[src/rtl/fetch_ctrl.sv]
// fetch_ctrl: single-outstanding instruction-fetch sequencer with stall hold and deferred redirects.
module fetch_ctrl #(
    parameter logic [31:0] RESET_PC = 32'h0000_0000,
    parameter int          SQ_W     = 8
) (
    input  logic            clk,
    input  logic            rst,
    input  logic            stall,
    input  logic            redirect_valid,
    input  logic [31:0]     redirect_pc,
    output logic            imem_req,
    output logic [31:0]     imem_addr,
    input  logic            imem_ack,
    input  logic [31:0]     imem_rdata,
    output logic            instr_valid,
    output logic [31:0]     instr,
    output logic [31:0]     instr_pc,
    output logic [SQ_W-1:0] squash_count
);
    typedef enum logic [1:0] {IDLE, REQ, VALID} state_t;
    state_t      state, state_nx;
    logic [31:0] pc, pend_pc, tgt;
    logic        pend, redir;

    assign tgt   = redirect_pc & ~32'h3;
    assign redir = redirect_valid | pend;

    always_ff @(posedge clk or posedge rst) begin
        if (rst) state <= IDLE;
        else     state <= state_nx;
    end

    always_comb begin
        state_nx = state;
        case (state)
            IDLE:    state_nx = REQ;
            REQ:     state_nx = (imem_ack && !redir) ? VALID : REQ;
            VALID:   state_nx = (redirect_valid || !stall) ? REQ : VALID;
            default: state_nx = IDLE;
        endcase
    end

    always_comb begin
        imem_req    = state == REQ;
        instr_valid = state == VALID;
        imem_addr   = pc;
    end

    // A response that races a redirect (current or pending) is squashed, never presented.
    always_ff @(posedge clk or posedge rst) begin
        if (rst) begin
            pc           <= RESET_PC;
            pend         <= 1'b0;
            pend_pc      <= 32'h0;
            instr        <= 32'h0;
            instr_pc     <= 32'h0;
            squash_count <= '0;
        end else begin
            case (state)
                IDLE: if (redirect_valid) pc <= tgt;
                REQ: begin
                    if (imem_ack && redir) begin
                        pc   <= redirect_valid ? tgt : pend_pc;
                        pend <= 1'b0;
                        if (squash_count != '1) squash_count <= squash_count + SQ_W'(1);
                    end else if (imem_ack) begin
                        instr    <= imem_rdata;
                        instr_pc <= pc;
                        pc       <= pc + 32'd4;
                    end else if (redirect_valid) begin
                        pend    <= 1'b1;
                        pend_pc <= tgt;
                    end
                end
                VALID: if (redirect_valid) pc <= tgt;
                default: ;
            endcase
        end
    end
endmodule

[config.mk]
export PLATFORM = sky130hd
export DESIGN_NAME = fetch_ctrl
export DESIGN_NICKNAME = d
export VERILOG_FILES = /design/src/rtl/fetch_ctrl.sv
export SDC_FILE = /design/constraint.sdc
export NUM_CORES = 1
export LEC_CHECK = 0
export CAP_MARGIN = 10
export CORE_UTILIZATION = 45
export DETAILED_ROUTE_END_ITERATION = 6
export PLACE_DENSITY = 0.83
export SETUP_SLACK_MARGIN = 0.15
export SLEW_MARGIN = 20
export SYNTH_ARGS = -nofsm -noshare
export SYNTH_HDL_FRONTEND = slang
export SYNTH_SLANG_ARGS = --single-unit
[constraint.sdc]
create_clock -name clk -period 10.43 [get_ports clk]
set_clock_uncertainty 0.1 [all_clocks]
set_input_delay 2.086 -clock clk [delete_from_list [all_inputs] [get_ports clk]]
set_output_delay 2.086 -clock clk [all_outputs]
set_load 0.01 [all_outputs]
[Word level (Yosys, flattened, before mapping)]
Index checks and enable logic that the tools add are counted.
Widths: inputs -> output; s select.
Word-level totals
  bits in registers: 139
  input bits: 69
  output and inout port bits: 106
  logic and storage cells: 43
Cells by class
  add/sub/neg operators: 2
  equal/unequal tests: 6
  muxes and demuxes: 11
  bitwise logic cells: 3
  reductions and logical operators: 14
Operators by type and width (number)
  $mux 32: 4
  $pmux 32 s2: 1
  $add 32x3->32 const B: 1
  $reduce_and 3->1: 5
  $add 8x1->8 const B: 1
  $ne 8x8->1 const B: 1
  $pmux 2 s3: 1
  $mux 2: 2
  $ne 2x1->1 const B: 2
  $reduce_bool 2->1: 2
  $mux 1: 3
  $ne 3x1->1 const B: 1
  $eq 2x1->1 const B: 1
  $eq 2x2->1 const B: 1
  $logic_and 1x1->1: 2
  $logic_not 1->1: 2
  $logic_not 2->1: 1
  $not 1->1: 2
  $reduce_or 2->1: 1
  $logic_or 1x1->1: 1
  $or 1x1->1: 1

[Depth between registers and ports, before layout]
  word-level depth: 5
  mapped depth: 8
  gate-level depth less buffers: 6

[Worst setup path before layout]
OpenSTA, ideal clock, no wires.
  path type: input to register
  start point: input imem_ack
  end point: register pc[29] (netlist: imem_addr[29])
  setup time: 0.120 ns
  data arrival time: 3.315 ns
  data required time: 10.210 ns
  path slack: 6.896 ns
  cell stages on the path: 7
  buffers on the path: 2
  path through: buf_6 -> and3b_1 -> buf_4 -> nor2_4 -> nor4_2 -> or3b_1 -> and3_1
Between the ends
  longest elaborated chain between the ends: 3
  elaborated cells on any way between the ends: 5
  classes of those cells: eq/ne (1); mux (2); reduce/logical (2)
RTL lines
  start: declaration: line 13  | input logic imem_ack,
  $logic_and 1x1->1: line 62  | if (imem_ack && redir) begin
  $ne 3x1->1 (no line) or $mux 32 (tied branches)
  $reduce_and 3->1 (no line) or $pmux 32 s2 (tied branches)
  end signal: assignment: line 60  | IDLE: if (redirect_valid) pc <= tgt;
  end signal: assignment: line 63  | pc <= redirect_valid ? tgt : pend_pc;
  end signal: assignment: line 69  | pc <= pc + 32'd4;
  end: declaration: line 22  | logic [31:0] pc, pend_pc, tgt;
Parallel ways exist; a longest one is shown, timed or not.
A chain may end at the register's enable or synchronous reset.

[Final worst setup path]
  start point: register state[0]
  end point: output imem_req
Between the ends
  longest elaborated chain between the ends: 1
RTL lines
  start: declaration: line 21  | state_t state, state_nx;
  start signal: assignment: line 30  | else state <= state_nx;
  $eq 2x1->1: line 44  | imem_req = state == REQ;
  end: declaration: line 11  | output logic imem_req,
Every way passes these cells.

==> flow_metrics.py <==
metrics = {
    "logic_synthesis": {
        "ys_seq_area_frac": 0.5234,
        "async_flop_share": 1.000,
        "synth_seq_cells": 139,
        "synth_area_leaders": "dfrtp_1 52%, nand2_1 13%, mux2_2 5.9%",
        "yosysTopAreaCell": "dfrtp_1",
        "syn_avg_cell_area_um2": 9.493,
        "synth_ff_type": "dfrtp_1",
        "yosysTopAreaCellShare": 0.5234,
        "syn_area_um2": 6645,
        "synth_cells": 700,
        "ys.warnings.count": 0,
        "synth_nets": 771,
        "yosysUniqueCellTypes": 68,
        "synth_edf_count": 0,
    },
    "global_routing": {
        "grt_pass1_vias": 5622,
        "grt_overflow": 0,
        "grt.met2_usage": 0.3973,
        "antenna_found_initial": 0,
        "track_usage": 0.2482,
        "grt_pass1_wl_um": 28620,
        "use_met1": 0.3228,
        "grt.met3_usage": 0.06135,
        "grt-busiest-layer": "met2",
        "grt_start_max_net_pins": 74,
    },
    "detailed_routing": {
        "dr.first_iter.drc_count": 594,
        "vias": 5907,
        "via_per_inst": 5.626,
        "wirelength_um": 18130,
        "wl_per_cell_um": 17.26,
        "drt_drc_violations_left": 0,
        "ant_nets": 0,
        "dr.pass1.iters": 6,
    },
    "placed_design": {
        "dp_hpwl_um": 12020,
        "gp_congestion": 0.8593,
        "portBuffers": 172,
    },
    "power_and_ir_drop": {
        "switching_share": 0.3561,
        "power.total_uw": 2722,
        "pwr-share-clk": 0.231,
        "total_leakage_power_uw": 0.003962,
        "comb_power_share": 0.394,
        "ir_worst_vdd_uv": 135.5,
        "p_int_uw": 1753,
        "switchingPower_uw": 969.6,
        "pwr-share-seq": 0.374,
        "powerDensity_nw_per_um2": 300.5,
    },
    "sta": {
        "fin_tns_setup_ns": 0,
        "fin_crit_ns": 4.906,
        "maxClockFrequency_mhz": 203.8,
        "timing.final.crit_share": 0.4704,
        "grt_setup_unrepaired": "false",
        "final_hold_viol_count": 0,
        "setup_viol": 0,
        "maxSlewViolCount": 0,
        "worstMarginPinSlew_ns": 1.184,
        "slew_headroom": 0.2103,
    },
    "floorplan": {
        "initial_core_util": 0.4590,
        "core_um2": 14480,
        "ioPinCount": 175,
        "fp.dieW_um": 123.5,
        "dieArea_um2": 15260,
        "fp-row-count": 44,
        "die_y_um": 123.5,
    },
    "final_layout": {
        "final_cell_mix": "225 x nand2_1, 172 x clkdlybuf4s50_1, 139 x dfrtp_1",
        "final_common_cell": "nand2_1",
        "drive_above_1_share": 0.1074,
        "n_fill_cell": 1178,
        "nets": 924,
        "area_growth_pct": 36.32,
        "n_antenna_cell": 0,
    },
    "clock_network": {
        "clock_path_buffers": 2,
        "cts_tree": "built",
        "cts_hold_buffers": 0,
        "cts_inserted_buffers": 17,
        "h-tree-depth": 4,
        "cts-root-buf": "clkbuf_16",
        "clkSinkCount": 139,
        "post_cts_buffers": 0,
        "cts_resized": 0,
        "insertion_delay_ns": 0.42,
        "clkTransAtPathRegs_ns": 0.06,
    },
    "worst_hold_path": {
        "hold_depth": 2,
        "hp-start": "instr[31]",
        "hold_end": "instr[31]",
        "hold_class": "flop to flop",
    },
    "worst_setup_path": {
        "worstSetupPathType": "flop to primary output",
        "crit_arrival_ns": 2.72,
        "r2r-start": "state[0]",
        "reg2reg_to": "pend_pc[19]",
        "cp.required_ns": 8.24,
        "end_kind": "primary output",
        "critPathLaunchType": "flop",
        "rrSetupSlack_ns": 7.43,
        "worst-r2r-cell-count": 4,
        "path_max_fanout": 23,
    },
    "run_status": {
        "status": "finished, final reports clean",
    },
    "job": {
        "maxCapViolCount": 0,
    },
}
## metrics by stage
| stage | area [um2] | setup slack, ns | utilization | cells | hold WS, ns |
|---|---|---|---|---|---|
| detailed placement | 8442 | 5.569 | 0.5830 | 1018 | 0.3610 |
| global route | 9059 | 5.422 | 0.6256 | 1050 | 0.3912 |
| global placement | 8442 | 5.572 | 0.5830 | 1018 | 0.3567 |
| CTS | 9059 | 5.556 | 0.6256 | 1050 | 0.3750 |
| finish | 9059 | 5.524 | 0.6256 | 1050 | 0.3697 |
| floorplan | 6645 | 4.519 | - | 700 | 0.3646 |
## power groups by stage
stage / clock [uW] / sequential, uW / combinational [uW]
after floorplan: 0 / 1020 / 535
after global placement: 0 / 1010 / 1050
after detailed placement: 0 / 1020 / 1070
after CTS: 642 / 1010 / 1080
after global routing: 663 / 1050 / 1180
final: 630 / 1020 / 1070
## kinds of logic (layout without fill, tap and decap cells)
| logic type | count (synthesis) | after routing | share of synthesized area |
|---|---|---|---|
| compound gates | 113 | 113 | 0.1177 |
| buf+inv | 47 | 213 | 0.03408 |
| xor+xnor | 19 | 19 | 0.02504 |
| fa+ha+maj | 2 | 2 | 0.003765 |
| simple gates | 341 | 341 | 0.2307 |
| mux | 39 | 39 | 0.06534 |
| flops | 139 | 139 | 0.5234 |
## cell type report
class                      count  area, um2  share of cell area
timing repair buffer         177       1759              0.1942
multi-input combinational    514       2954              0.3261
clock inverter                 6      107.6             0.01188
inverter                       4      20.02            0.002210
clock buffer                  26      509.2             0.05622
sequential                   139       3478              0.3840
tap                          184      230.2             0.02541
## state kept, by name, indices dropped and copies added (netlist names)
register and cells:
instr_pc 32, squash_count 8, state 2, imem_addr 32
pend_pc 32, pend 1, instr 32
## worst max-delay path, stage by stage, from the launching register on
cell,delay [ns]
dfrtp_1,0.82
inv_1,0.57
nor2_1,0.31
clkdlybuf4s50_1,0.59
## layer usage
layer	vias up	routed length, um	share of wire
li1	2736	-	-
met1	2875	7558	0.42
met2	266	8701	0.48
met3	30	1499	0.083
met4	0	367	0.020
met5	-	0	0
## synth_stat cells, types with 2 or more instances
library cell	instances
nand3b_1	2
mux2i_1	4
or2_2	2
a32o_1	2
xor2_1	8
o211ai_1	3
nand3_1	12
a22oi_1	3
and2_1	2
o21ai_0	24
nand4_1	17
clkbuf_1	15
buf_2	21
o21ai_1	3
mux2_2	35
a21o_1	3
a31oi_1	7
nor3_2	2
ha_1	2
a21oi_1	21
a222oi_1	4
nor2b_1	6
buf_4	4
o221a_2	2
nor3_1	13
nand2_1	226
dfrtp_1	139
nor2_1	29
a211oi_1	2
inv_1	4
o221ai_1	2
a41oi_1	3
nand3_2	3
xnor2_1	11
o21a_1	2
and3_1	11
o22ai_1	7
a221oi_1	8
nor2_2	3
o22a_1	5
## how the worst max path moves through the flow
stage              startpoint             to  depth (start not counted)
2_1_floorplan             rst   imem_addr[0]                          1
3_3_place_gp   redirect_valid  imem_addr[30]                          7
3_5_place_dp   redirect_valid  imem_addr[30]                          7
4_1_cts              state[0]       imem_req                          3
5_1_grt              state[0]       imem_req                          3
6_report             state[0]       imem_req                          3
Note: power is estimated with default switching activity, not from simulation.
